===== src/rtl/sort16_pkg.sv =====
// Shared types and helpers for the top-16 sorter readout path.
package sort16_pkg;
  localparam int SORT_N  = 16;
  localparam int IDX_W   = 4;
  localparam int SUM_EXT = 4;

  typedef enum logic {IDLE = 1'b0, STREAM = 1'b1} state_e;

  function automatic int sum_w(input int w);
    return w + SUM_EXT;
  endfunction

  // Bit offset of slot k inside the flattened snapshot bus.
  function automatic int slot_lsb(input int w, input int k);
    return k * w;
  endfunction
endpackage


===== src/rtl/sort16_shreg.sv =====
// 16-entry load/shift register; slot 15 is the head, zeros shift in at slot 0.
module sort16_shreg
  import sort16_pkg::*;
#(
  parameter int W = 12
) (
  input  logic                clk,
  input  logic                rst_n,
  input  logic                load_i,
  input  logic [SORT_N*W-1:0] load_data_i,
  input  logic                shift_i,
  output logic [W-1:0]        head_o,
  output logic [W-1:0]        next_o
);
  logic [W-1:0] mem_q [SORT_N];
  logic [W-1:0] mem_d [SORT_N];

  always_comb begin
    for (int k = 0; k < SORT_N; k++) mem_d[k] = mem_q[k];
    if (load_i) begin
      for (int k = 0; k < SORT_N; k++) mem_d[k] = load_data_i[slot_lsb(W, k) +: W];
    end else if (shift_i) begin
      mem_d[0] = '0;
      for (int k = 1; k < SORT_N; k++) mem_d[k] = mem_q[k-1];
    end
  end

  always_ff @(posedge clk or negedge rst_n) begin
    if (!rst_n) begin
      for (int k = 0; k < SORT_N; k++) mem_q[k] <= '0;
    end else begin
      for (int k = 0; k < SORT_N; k++) mem_q[k] <= mem_d[k];
    end
  end

  assign head_o = mem_q[SORT_N-1];
  assign next_o = mem_q[SORT_N-2];
endmodule


===== src/rtl/sort16_readout.sv =====
// Serial readout of a sorted 16-entry snapshot, largest first, with rank and running sum.
// Optional SORT16_SKIP_ZERO_EN: stop the stream at the first zero (unfilled) entry.
module sort16_readout
  import sort16_pkg::*;
#(
  parameter int W = 12
) (
  input  logic                  clk,
  input  logic                  rst_n,
  input  logic                  SnapEn,
  input  logic [SORT_N*W-1:0]   SnapData,
  input  logic                  Abort,
  output logic                  OutValid,
  input  logic                  OutReady,
  output logic [W-1:0]          OutData,
  output logic [IDX_W-1:0]      OutIdx,
  output logic                  OutLast,
  output logic [sum_w(W)-1:0]   OutSum,
  output logic                  Busy,
  output logic                  Done,
  output logic                  SnapDrop
);
  localparam int SW = sum_w(W);

  state_e           state_q, state_d;
  logic [IDX_W-1:0] idx_q, idx_d;
  logic [SW-1:0]    sum_q, sum_d;
  logic             done_q, done_d;
  logic             drop_q, drop_d;

  logic [W-1:0] head, nxt, slot15;
  logic         streaming, is_last, snap_empty, load, shift;

  sort16_shreg #(.W(W)) u_shreg (
    .clk         (clk),
    .rst_n       (rst_n),
    .load_i      (load),
    .load_data_i (SnapData),
    .shift_i     (shift),
    .head_o      (head),
    .next_o      (nxt)
  );

  always_comb begin
    streaming = (state_q == STREAM);
    slot15    = SnapData[slot_lsb(W, SORT_N-1) +: W];
`ifdef SORT16_SKIP_ZERO_EN
    is_last    = (idx_q == IDX_W'(SORT_N-1)) || (nxt == '0);
    snap_empty = (slot15 == '0);
`else
    is_last    = (idx_q == IDX_W'(SORT_N-1));
    snap_empty = 1'b0;
`endif
    load  = !streaming && SnapEn;
    shift = streaming && OutReady && !Abort;

    state_d = state_q;
    idx_d   = idx_q;
    sum_d   = sum_q;
    done_d  = 1'b0;
    drop_d  = drop_q;

    if (streaming && SnapEn) drop_d = 1'b1;
    else if (load)           drop_d = 1'b0;

    unique case (state_q)
      IDLE: begin
        if (SnapEn) begin
          if (snap_empty) begin
            done_d = 1'b1;
          end else begin
            state_d = STREAM;
            idx_d   = '0;
            sum_d   = {{SUM_EXT{1'b0}}, slot15};
          end
        end
      end
      STREAM: begin
        // Abort outranks an accept in the same cycle and suppresses Done.
        if (Abort) begin
          state_d = IDLE;
          idx_d   = '0;
          sum_d   = '0;
        end else if (OutReady) begin
          if (is_last) begin
            state_d = IDLE;
            idx_d   = '0;
            sum_d   = '0;
            done_d  = 1'b1;
          end else begin
            idx_d = idx_q + 1'b1;
            sum_d = sum_q + {{SUM_EXT{1'b0}}, nxt};
          end
        end
      end
      default: state_d = IDLE;
    endcase
  end

  always_ff @(posedge clk or negedge rst_n) begin
    if (!rst_n) begin
      state_q <= IDLE;
      idx_q   <= '0;
      sum_q   <= '0;
      done_q  <= 1'b0;
      drop_q  <= 1'b0;
    end else begin
      state_q <= state_d;
      idx_q   <= idx_d;
      sum_q   <= sum_d;
      done_q  <= done_d;
      drop_q  <= drop_d;
    end
  end

  assign OutValid = streaming;
  assign OutData  = streaming ? head : '0;
  assign OutIdx   = idx_q;
  assign OutLast  = streaming && is_last;
  assign OutSum   = sum_q;
  assign Busy     = streaming;
  assign Done     = done_q;
  assign SnapDrop = drop_q;
endmodule


===== config.mk =====
export PLATFORM = sky130hd
export DESIGN_NAME = sort16_readout
export DESIGN_NICKNAME = d
export VERILOG_FILES = /design/src/rtl/sort16_pkg.sv /design/src/rtl/sort16_shreg.sv /design/src/rtl/sort16_readout.sv
export SDC_FILE = /design/constraint.sdc
export NUM_CORES = 1
export LEC_CHECK = 0
export ABC_CLOCK_PERIOD_IN_PS = 2900
export BUFFER_PORTS_ARGS = -buffer_cell sky130_fd_sc_hd__buf_4
export CAP_MARGIN = 15
export CORE_ASPECT_RATIO = 2
export CORE_MARGIN = 2
export CORE_UTILIZATION = 25
export CTS_CLUSTER_DIAMETER = 120
export DETAILED_ROUTE_END_ITERATION = 10
export PLACE_DENSITY = 0.49
export SETUP_SLACK_MARGIN = 0.05
export SYNTH_ARGS = -nofsm -noshare
export SYNTH_HDL_FRONTEND = slang
export SYNTH_SLANG_ARGS = --single-unit

===== constraint.sdc =====
create_clock -name clk -period 2.9 [get_ports clk]
set_clock_uncertainty 0.1 [all_clocks]
set_input_delay 0.58 -clock clk [delete_from_list [all_inputs] [get_ports clk]]
set_output_delay 0.58 -clock clk [all_outputs]
set_load 0.01 [all_outputs]

---- Word level (Yosys, flattened, before mapping) ----
Cells that the tools add are included.
operators by class
  add/subtract/negate cells ............... 2
  equality and inequality tests ........... 3
  multiplexer cells ....................... 24
  bitwise gates (word level) .............. 1
  reductions and logical operators ........ 10
operators with widths
  cell                 number
  $mux 192             2
  $mux 16              4
  $pmux 16 s2          1
  $add 16x12->16       1
  $mux 4               4
  $mux 12              1
  $mux 1               10
  $pmux 4 s2           1
  $logic_and 1x1->1    5
  $add 4x1->4 const B  1
  $eq 4x4->1 const B   1
  $reduce_bool 2->1    2
  $ne 3x3->1 const B   1
  $logic_not 1->1      2
  $ne 2x2->1 const B   1
  $pmux 1 s2           1
  $reduce_and 2->1     1
  $not 1->1            1
word-level totals
  register bits ........................... 215
  input bits .............................. 197
  output and inout port bits .............. 37
  logic and storage cells ................. 61

---- Logic depth before layout (Yosys ltp) ----
Gate-level depths: netlist (run 1).
  word-level depth ........................ 5
  mapped depth ............................ 9
  mapped depth without buffers ............ 9

---- Hierarchy ----
Synthesis (run 1) repeated with hierarchy kept, for this count alone.
second synthesis, totals
  cells, all modules ...................... 1068
  area total of the unflattened synthesis .. 10771.6 sq um
modules (own cells, without submodules)
  module          times used  cells each  area an instance (sq um)  sequential area each (sq um)
  sort16_shreg    1           857         9067.4                    4804.6
  sort16_readout  1           211         1704.1                    575.6

---- Worst setup path before layout (run 1) ----
No wires, ideal clock.
  path kind ............................... register to register
  start point ............................. register sum_q[0], in the netlist OutSum[0]
  end point ............................... register sum_q[12], in the netlist OutSum[12]
  setup time .............................. 0.076 ns
  arrival time ............................ 2.023 ns
  data required time ...................... 2.724 ns
  path slack .............................. 0.701 ns
  stages on the path, launching flop included .. 10
  path buffers ............................ 0
  period minus slack after synthesis ...... 2.199 ns
  cell sequence ........................... dfrtp_1 ha_1 inv_1 fa_1 nand2b_1 a21o_1 a31oi_4 a21boi_2 or3_1 o21ai_1
on the way
  longest elaborated chain between the ends .. 5
RTL lines
  element                 RTL line               RTL
  from (decl)             sort16_readout.sv:27   logic [SW-1:0] sum_q, sum_d;
  from (signal assigned)  sort16_readout.sv:110  sum_q <= sum_d;
  $add 16x12->16          sort16_readout.sv:92   sum_d = sum_q + {{SUM_EXT{1'b0}}, nxt};
  $mux 16                 sort16_readout.sv:85   if (is_last) begin
  $mux 16                 sort16_readout.sv:84   end else if (OutReady) begin
  $mux 16                 sort16_readout.sv:80   if (Abort) begin
  $pmux 16 s2             sort16_readout.sv:66   unique case (state_q)
No other way between the ends. The select of a mux whose other input is x is not followed.
A chain may end at the register's enable or synchronous reset.

---- Worst setup path after layout (run 1) ----
  start point ............................. register idx_q[0], in the netlist OutIdx[0]
  end point ............................... output port OutLast
on the way
  longest elaborated chain between the ends .. 2
RTL lines
  element                 RTL line               RTL
  from (decl)             sort16_readout.sv:26   logic [IDX_W-1:0] idx_q, idx_d;
  from (signal assigned)  sort16_readout.sv:109  idx_q <= idx_d;
  $eq 4x4->1              sort16_readout.sv:51   is_last = (idx_q == IDX_W'(SORT_N-1));
  $logic_and 1x1->1       sort16_readout.sv:119  assign OutLast = streaming && is_last;
  to (decl)               sort16_readout.sv:17   output logic OutLast,
No other way between the ends.

==> results of run 1 <==
## layer usage
layer	vias up	part of all wire, %	track usage [%]
li1	4255	-	-
met1	4169	39	18.85
met2	236	54	30.24
met3	41	4.3	2.258
met4	0	2.6	5.588
met5	-	0	0
## metrics by stage
stage          power, mW  utilization, %  std cells  setup slack, ns  hold WS, ns
2_1_floorplan      8.381               -       1127           0.7009       0.1844
3_3_place_gp       10.12           31.35       1829           0.5830       0.3595
3_5_place_dp       10.20           31.35       1829           0.5887       0.3633
4_1_cts            13.59           33.51       1871           0.4508       0.1312
5_1_grt            14.45           33.53       1875           0.3386       0.1478
6_report           13.38           33.53       1875           0.5042       0.1628
## cell type report
type / count / area, um2 / area share (%)
Antenna cell: 4 / 10.01 / 0.07569
Clock buffer: 31 / 675.6 / 5.109
Clock inverter: 10 / 165.2 / 1.249
Inverter: 9 / 33.78 / 0.2555
Multi-Input combinational cell: 825 / 4233 / 32.01
Sequential cell: 215 / 5380 / 40.69
Tap cell: 525 / 656.9 / 4.967
Timing Repair Buffer: 256 / 2069 / 15.65
## sequential cells by signal, indices dropped and copies added, names as in the netlist
| register | count |
|---|---|
| u_shreg.next_o | 12 |
| OutSum | 16 |
| u_shreg.head_o | 12 |
| u_shreg.mem_q | 168 |
| OutIdx | 4 |
| Busy | 1 |
| SnapDrop | 1 |
| Done | 1 |
## kinds of logic after synthesis
family	Yosys count
compound gates	261
xor+xnor	8
fa+ha+maj	14
buf+inv	87
flops	215
mux	2
simple gates	540
## critical path: stages (launching register included)
cell     delay (ns)
dfrtp_1        0.46
ha_1           0.26
nand3_1        0.20
nor2_1         0.15
buf_4          0.13
## worst min-delay path by stage
stage	end	cells after the start	start
finish	u_shreg.mem_q[186]	3	SnapData[6]
global placement	u_shreg.mem_q[28]	2	u_shreg.mem_q[28]
CTS	u_shreg.mem_q[180]	3	SnapData[0]
detailed placement	u_shreg.mem_q[34]	2	u_shreg.mem_q[34]
global route	u_shreg.mem_q[85]	3	SnapData[97]
floorplan	Busy	0	rst_n
## power by group through the flow
stage	registers [mW]	clock network, mW	logic, mW
global route	5.59	3.50	5.35
global placement	5.43	0	4.69
finish	5.39	3.28	4.71
floorplan	5.10	0	3.28
detailed placement	5.45	0	4.75
CTS	5.42	3.39	4.79
## placed cells by master (no fill, tap or decap), drive strengths merged, types with 3 or more instances in the layout
master  Yosys  final
a31oi      87     87
buf        60    255
nor2      127    127
a21o        3      3
o21ai      30     30
inv         9     11
o211ai      3      3
nand3       5      5
clkinv      0      4
nand2     377    377
and2       14     14
a21oi      16     16
o22ai      22     22
clkbuf     18     31
a22oi      81     81
bufinv      0      4
a21boi      3      3
dfrtp     215    215
and3        3      3
xor2        4      4
xnor2       4      4
diode       0      4
o21a        6      6
ha         13     13
## what timing repair did
action,CTS,global route
hold buffers,1,0
resized for setup,0,0
hold endpoints to repair,66,0
setup buffers,0,0
==> metrics.md, run 1 <==
| Metric | Value |
|---|---|
| Outcome | `finished, final reports clean` |
| Total track usage | `16.20%` |
| Simple-gate share of the synthesized area | `21.43%` |
| Die ar. | `41690 um2` |
| Critical path peak fanout | `6` |
| Sink Count | `215` |
| Row count | `103` |
| Crit path time final | `2.396 ns` |
| DRC viols | `0` |
| Hold Path Class | `in2reg` |
| Worst-Skew Late Latency | `0.52 ns` |
| Number of synthesized flops with an enable pin | `0` |
| Fraction of registers with async set/reset | `100.0%` |
| Die Y | `286.8 um` |
| Mapped Area | `9993 um2` |
| Number of global-route vias before repair | `9105` |
| CP required | `2.22 ns` |
| Clock Path Buffers | `3` |
| Worst reg2reg path depth | `9` |
| CP endpoint | `OutLast` |
| Largest cells by area after synthesis | `dfrtp_1, nand2_1, a22oi_1, a31oi_1, nor2_1` |
| Final worst-path cycle share | `82.61%` |
| Drt wl/cell | `18.27 um` |
| CTS Buf Count | `23` |
| Yosys cell types | `58` |
| CP Class | `reg2out` |
| Area leader, netlist | `dfrtp_1` |
| Global-route wire length before repair | `53.26 mm` |
| Worst-Margin Slew | `0.9294 ns` |
| I/O pin total | `234` |
| Lkg Pwr | `6.315 nW` |
| Synth warnings | `0` |
| Clock slew at reported path FFs | `0.06 ns` |
| Syn nets | `1338` |
| Via density | `4.641` |
| GP Congestion | `0.8145` |
| RSZ-0062 raised after global routing | `no` |
| FF+latch count, synth | `215` |
| Clock power share | `24.5%` |
| Post-synth top area share | `53.84%` |
| # setup viols final | `0` |
| Final Hold Vio Count | `0` |
| Final WL | `34.25 mm` |
| Post-synthesis adder-cell area fraction | `1.828%` |
| Achievable Freq | `0.4174 GHz` |
| Core footprint | `39440 um2` |
| DR vias | `8701` |
| Crit. Startpoint | `OutIdx[0]` |
| Seq/Total Area, Yosys | `53.84%` |
| Synth-to-layout area growth | `32.33%` |
| Cells after synthesis | `1127` |
| Filler instances | `4244` |
| Flop2flop setup slack | `0.58 ns` |
| Switching fraction of total power | `36.76%` |
| Max Cap Viol | `0` |
| Peak VDD IR | `0.3915 mV` |
| Worst R2R Start | `u_shreg.next_o[0]` |
| Xor/xnor share of the synthesized area | `0.7011%` |
| Post-route cell area | `13220 um2` |
| Complex-gate fraction of the synthesized area | `17.83%` |
| Slew Limit Fails | `0` |
| Initial Utilization | `25.34%` |
| Largest net degree at the start of global routing | `94` |
| Syn_area_per_cell | `8.867 um2` |
| Arrival time of the worst setup path | `1.72 ns` |
| Final antenna-violating net count | `0` |
| Final HPWL DP | `24.29 mm` |
| # H-tree levels | `1` |
| Nets | `1541` |
| Total gr overflow | `0` |
| Setup crit start kind | `register` |
| Count of input and output buffers | `233` |
| Synth cell count leaders | `nand2_1, dfrtp_1, nor2_1, a31oi_1, a22oi_1` |
| Post-DP Area | `12360 um2` |
| Fraction of layout cells with a size suffix above 1 | `23.48%` |
| CTS tree | `built` |
| Main synth FF type | `dfrtp_1` |
| Root Driver | `clkbuf_16` |
| Setup TNS Final | `0 ns` |
| Combinational fraction of design power | `35.2%` |
| Net Sw Power | `4.919 mW` |
| Seq pwr share | `40.3%` |
| Combinational family with the most area after synthesis | `simple AND/OR/NAND/NOR gates` |
| Worst setup EP type | `primary output` |
| DR iter-0 viols | `535` |
| Most common cell in the synthesized netlist | `nand2_1` |
| Internal | `8.463 mW` |
| RR Endpoint | `OutSum[12]` |
| Die width | `145.4 um` |
| Initial antenna violation count | `4` |
| Post-synthesis mux area share | `0.2128%` |
| Pwr dens | `1012 nW/um2` |
| Initial DRT Pass Iterations | `5` |
| Worst slew margin | `38.04%` |
No activity file was read; power rests on OpenSTA's default activity.
==> inputs of run 2 (changes only) <==
- ABC_CLOCK_PERIOD_IN_PS: 2900 -> 2300
- clock period: 2.9 -> 2.3 ns (I/O delays scaled with it)
==> metrics.md, run 2 (synthesis gave the netlist of run 1 again) <==
| Metric | Value |
|---|---|
| Final antenna-violating net count | `0 (unchanged)` |
| Number of global-route vias before repair | `9200 (+1.0%)` |
| Setup TNS Final | `0 ns (unchanged)` |
| Core footprint | `39440 um2 (unchanged)` |
| Die width | `145.4 um (unchanged)` |
| Row count | `103 (unchanged)` |
| Achievable Freq | `0.4576 GHz` |
| Most common library cell in the layout ignoring fill and taps | `nand2_1` |
| Multi-input gate area | `4264 um2 (+0.74%)` |
| M1 WL | `13.62 mm (+2.8%)` |
| Internal | `10.55 mW (+25%)` |
| Fin util | `34.19% (+0.65 points)` |
| Final HPWL DP | `25.77 mm (+6.1%)` |
| Drt wl/cell | `18.65 um (+2.1%)` |
| Worst hold slack | `0.05538 ns (-0.1074 ns)` |
| Final WL | `35.47 mm (+3.5%)` |
| Max Cap Viol | `0 (unchanged)` |
| Reg area | `5381 um2 (about the same)` |
| Die Y | `286.8 um (unchanged)` |
| Total gr overflow | `0 (unchanged)` |
| Lkg Pwr | `6.434 nW (+1.9%)` |
| DR top layer | `met5` |
| Initial Utilization | `25.34% (unchanged)` |
| Total track usage | `16.58% (+0.38 points)` |
| Clock slew at reported path FFs | `0.06 ns (about the same)` |
| # H-tree levels | `1 (unchanged)` |
| CP Cell Sequence | `ha_2 -> inv_1 -> fa_2 -> nand2b_4 -> a21o_1 -> a31oi_4 -> a21boi_2 -> or3_1 -> o21ai_1` |
| Wire length on met3 | `1.420 mm (-3.3%)` |
| DRC viols | `0 (unchanged)` |
| CP required | `2.65 ns (+0.43 ns)` |
| Combinational fraction of design power | `37.5% (+2.3 points)` |
| Worst setup EP type | `register` |
| CP Class | `reg2reg` |
| Root Driver | `clkbuf_16` |
| Setup slack after layout | `0.1145 ns (-0.3897 ns)` |
| Outcome | `finished, final reports clean` |
| Die ar. | `41690 um2 (unchanged)` |
| Sink Count | `215 (unchanged)` |
| CTS tree | `built` |
| Critical path peak fanout | `4 (-2)` |
| Largest net degree at the start of global routing | `62 (-34%)` |
| Worst-Margin Slew | `0.6118 ns (-0.3176 ns)` |
| DR iter-0 viols | `428 (-20%)` |
| Hold Path Class | `in2reg` |
| Filler instances | `4272 (+0.66%)` |
| Initial DRT Pass Iterations | `5 (unchanged)` |
| Met2 Wirelength | `19.59 mm (+5.0%)` |
| Worst slew margin | `58.78% (+21 points)` |
| Worst-Skew Late Latency | `0.52 ns (about the same)` |
| Fraction of layout cells with a size suffix above 1 | `25.15% (+1.7 points)` |
| Setup crit start kind | `register` |
| Most frequent cells in the layout | `nand2_1, buf_4, dfrtp_1, nor2_1, a31oi_1` |
| Slowest-stage cell, CP | `dfrtp_1` |
| Switching fraction of total power | `37.42% (+0.66 points)` |
| Clock power share | `22.2% (-2.3 points)` |
| Synth-to-layout area growth | `34.91%` |
| Clock Path Buffers | `3 (unchanged)` |
| Via density | `4.674 (+0.71%)` |
| Biggest register | `u_shreg.mem_q` |
| Count of input and output buffers | `233 (unchanged)` |
| # setup viols final | `0 (unchanged)` |
| RSZ-0062 raised after global routing | `yes` |
| Delay of the slowest critical-path stage | `0.36 ns (-0.10 ns)` |
| Seq pwr share | `40.3% (about the same)` |
| CTS Buf Count | `23 (unchanged)` |
| Net Sw Power | `6.308 mW (+28%)` |
| Pre-CTS WS | `0.01146 ns (-0.5772 ns)` |
| Crit path time final | `2.186 ns` |
| Slew Limit Fails | `0 (unchanged)` |
| Initial antenna violation count | `6 (+2)` |
| I/O pin total | `234 (unchanged)` |
| Arrival time of the worst setup path | `2.53 ns (+0.81 ns)` |
| Nets | `1567 (+1.7%)` |
| Pwr dens | `1250 nW/um2 (+24%)` |
| GP Congestion | `0.8407 (+3.2%)` |
| Final Hold Vio Count | `0 (unchanged)` |
| Final worst-path cycle share | `95.02%` |
| Max reg flops | `168 (unchanged)` |
| DR vias | `8889 (+2.2%)` |
| Global-route wire length before repair | `53.81 mm (+1.0%)` |
| Peak VDD IR | `0.5326 mV (+36%)` |
[run 2: routing by layer]
metal	vias to the layer above	global-route usage [%]
met4	2	6.250
met5	-	0
met1	4320	18.54
li1	4307	-
met2	217	31.61
met3	43	2.258
[run 2: through the flow]
step                area, um2  power (mW)  instances
finish                  13480       16.86       1902
global route            13480       18.12       1902
CTS                     13430       16.99       1896
detailed placement      12680       13.12       1854
global placement        12680       12.98       1854
floorplan                9993       10.57       1127
[run 2: power groups by stage]
| stage | combinational (mW) | sequential, mW | clock [mW] |
|---|---|---|---|
| 2_1_floorplan | 4.13 | 6.44 | 0 |
| 3_3_place_gp | 6.18 | 6.80 | 0 |
| 3_5_place_dp | 6.28 | 6.84 | 0 |
| 4_1_cts | 6.33 | 6.80 | 3.86 |
| 5_1_grt | 7.12 | 7.01 | 3.99 |
| 6_report | 6.32 | 6.80 | 3.74 |
[run 2: layout make-up]
type	instances	share of cell area, %
Tap cell	525	4.872
Antenna cell	5	0.09281
Inverter	9	0.2506
Timing Repair Buffer	282	17.73
Sequential cell	215	39.92
Multi-Input combinational cell	825	31.63
Clock inverter	7	0.4919
Clock buffer	34	5.021
[run 2: final timing paths]
kind	depth (start not counted)	slack [ns]	to	from
max in group asynchronous	3	1.00	u_shreg.mem_q[63]	rst_n
worst min register to register	2	0.37	u_shreg.mem_q[44]	u_shreg.mem_q[44]
min in group asynchronous	2	0.36	u_shreg.head_o[7]	rst_n
worst min-delay path	3	0.06	u_shreg.mem_q[25]	SnapData[157]
worst max-delay path	9	0.11	OutSum[12]	OutSum[0]
worst max register to register	9	0.11	OutSum[12]	OutSum[0]
[run 2: what timing repair did]
| item | 4_1_cts | 5_1_grt |
|---|---|---|
| resized for setup | 1 | 8 |
| setup buffers | 0 | 1 |
| endpoints found under the hold margin | 48 | 0 |
| pin swaps | 1 | 4 |
| hold buffers | 1 | 0 |
| setup endpoints to repair | 3 | 7 |
[run 2: critical path: cells and delay by family, from the launching register on]
family | cells | cell delay [ns]
compound gates | 4 | 0.63
fa+ha+maj | 2 | 0.53
simple gates | 2 | 0.47
flops | 1 | 0.36
buf+inv | 1 | 0.05
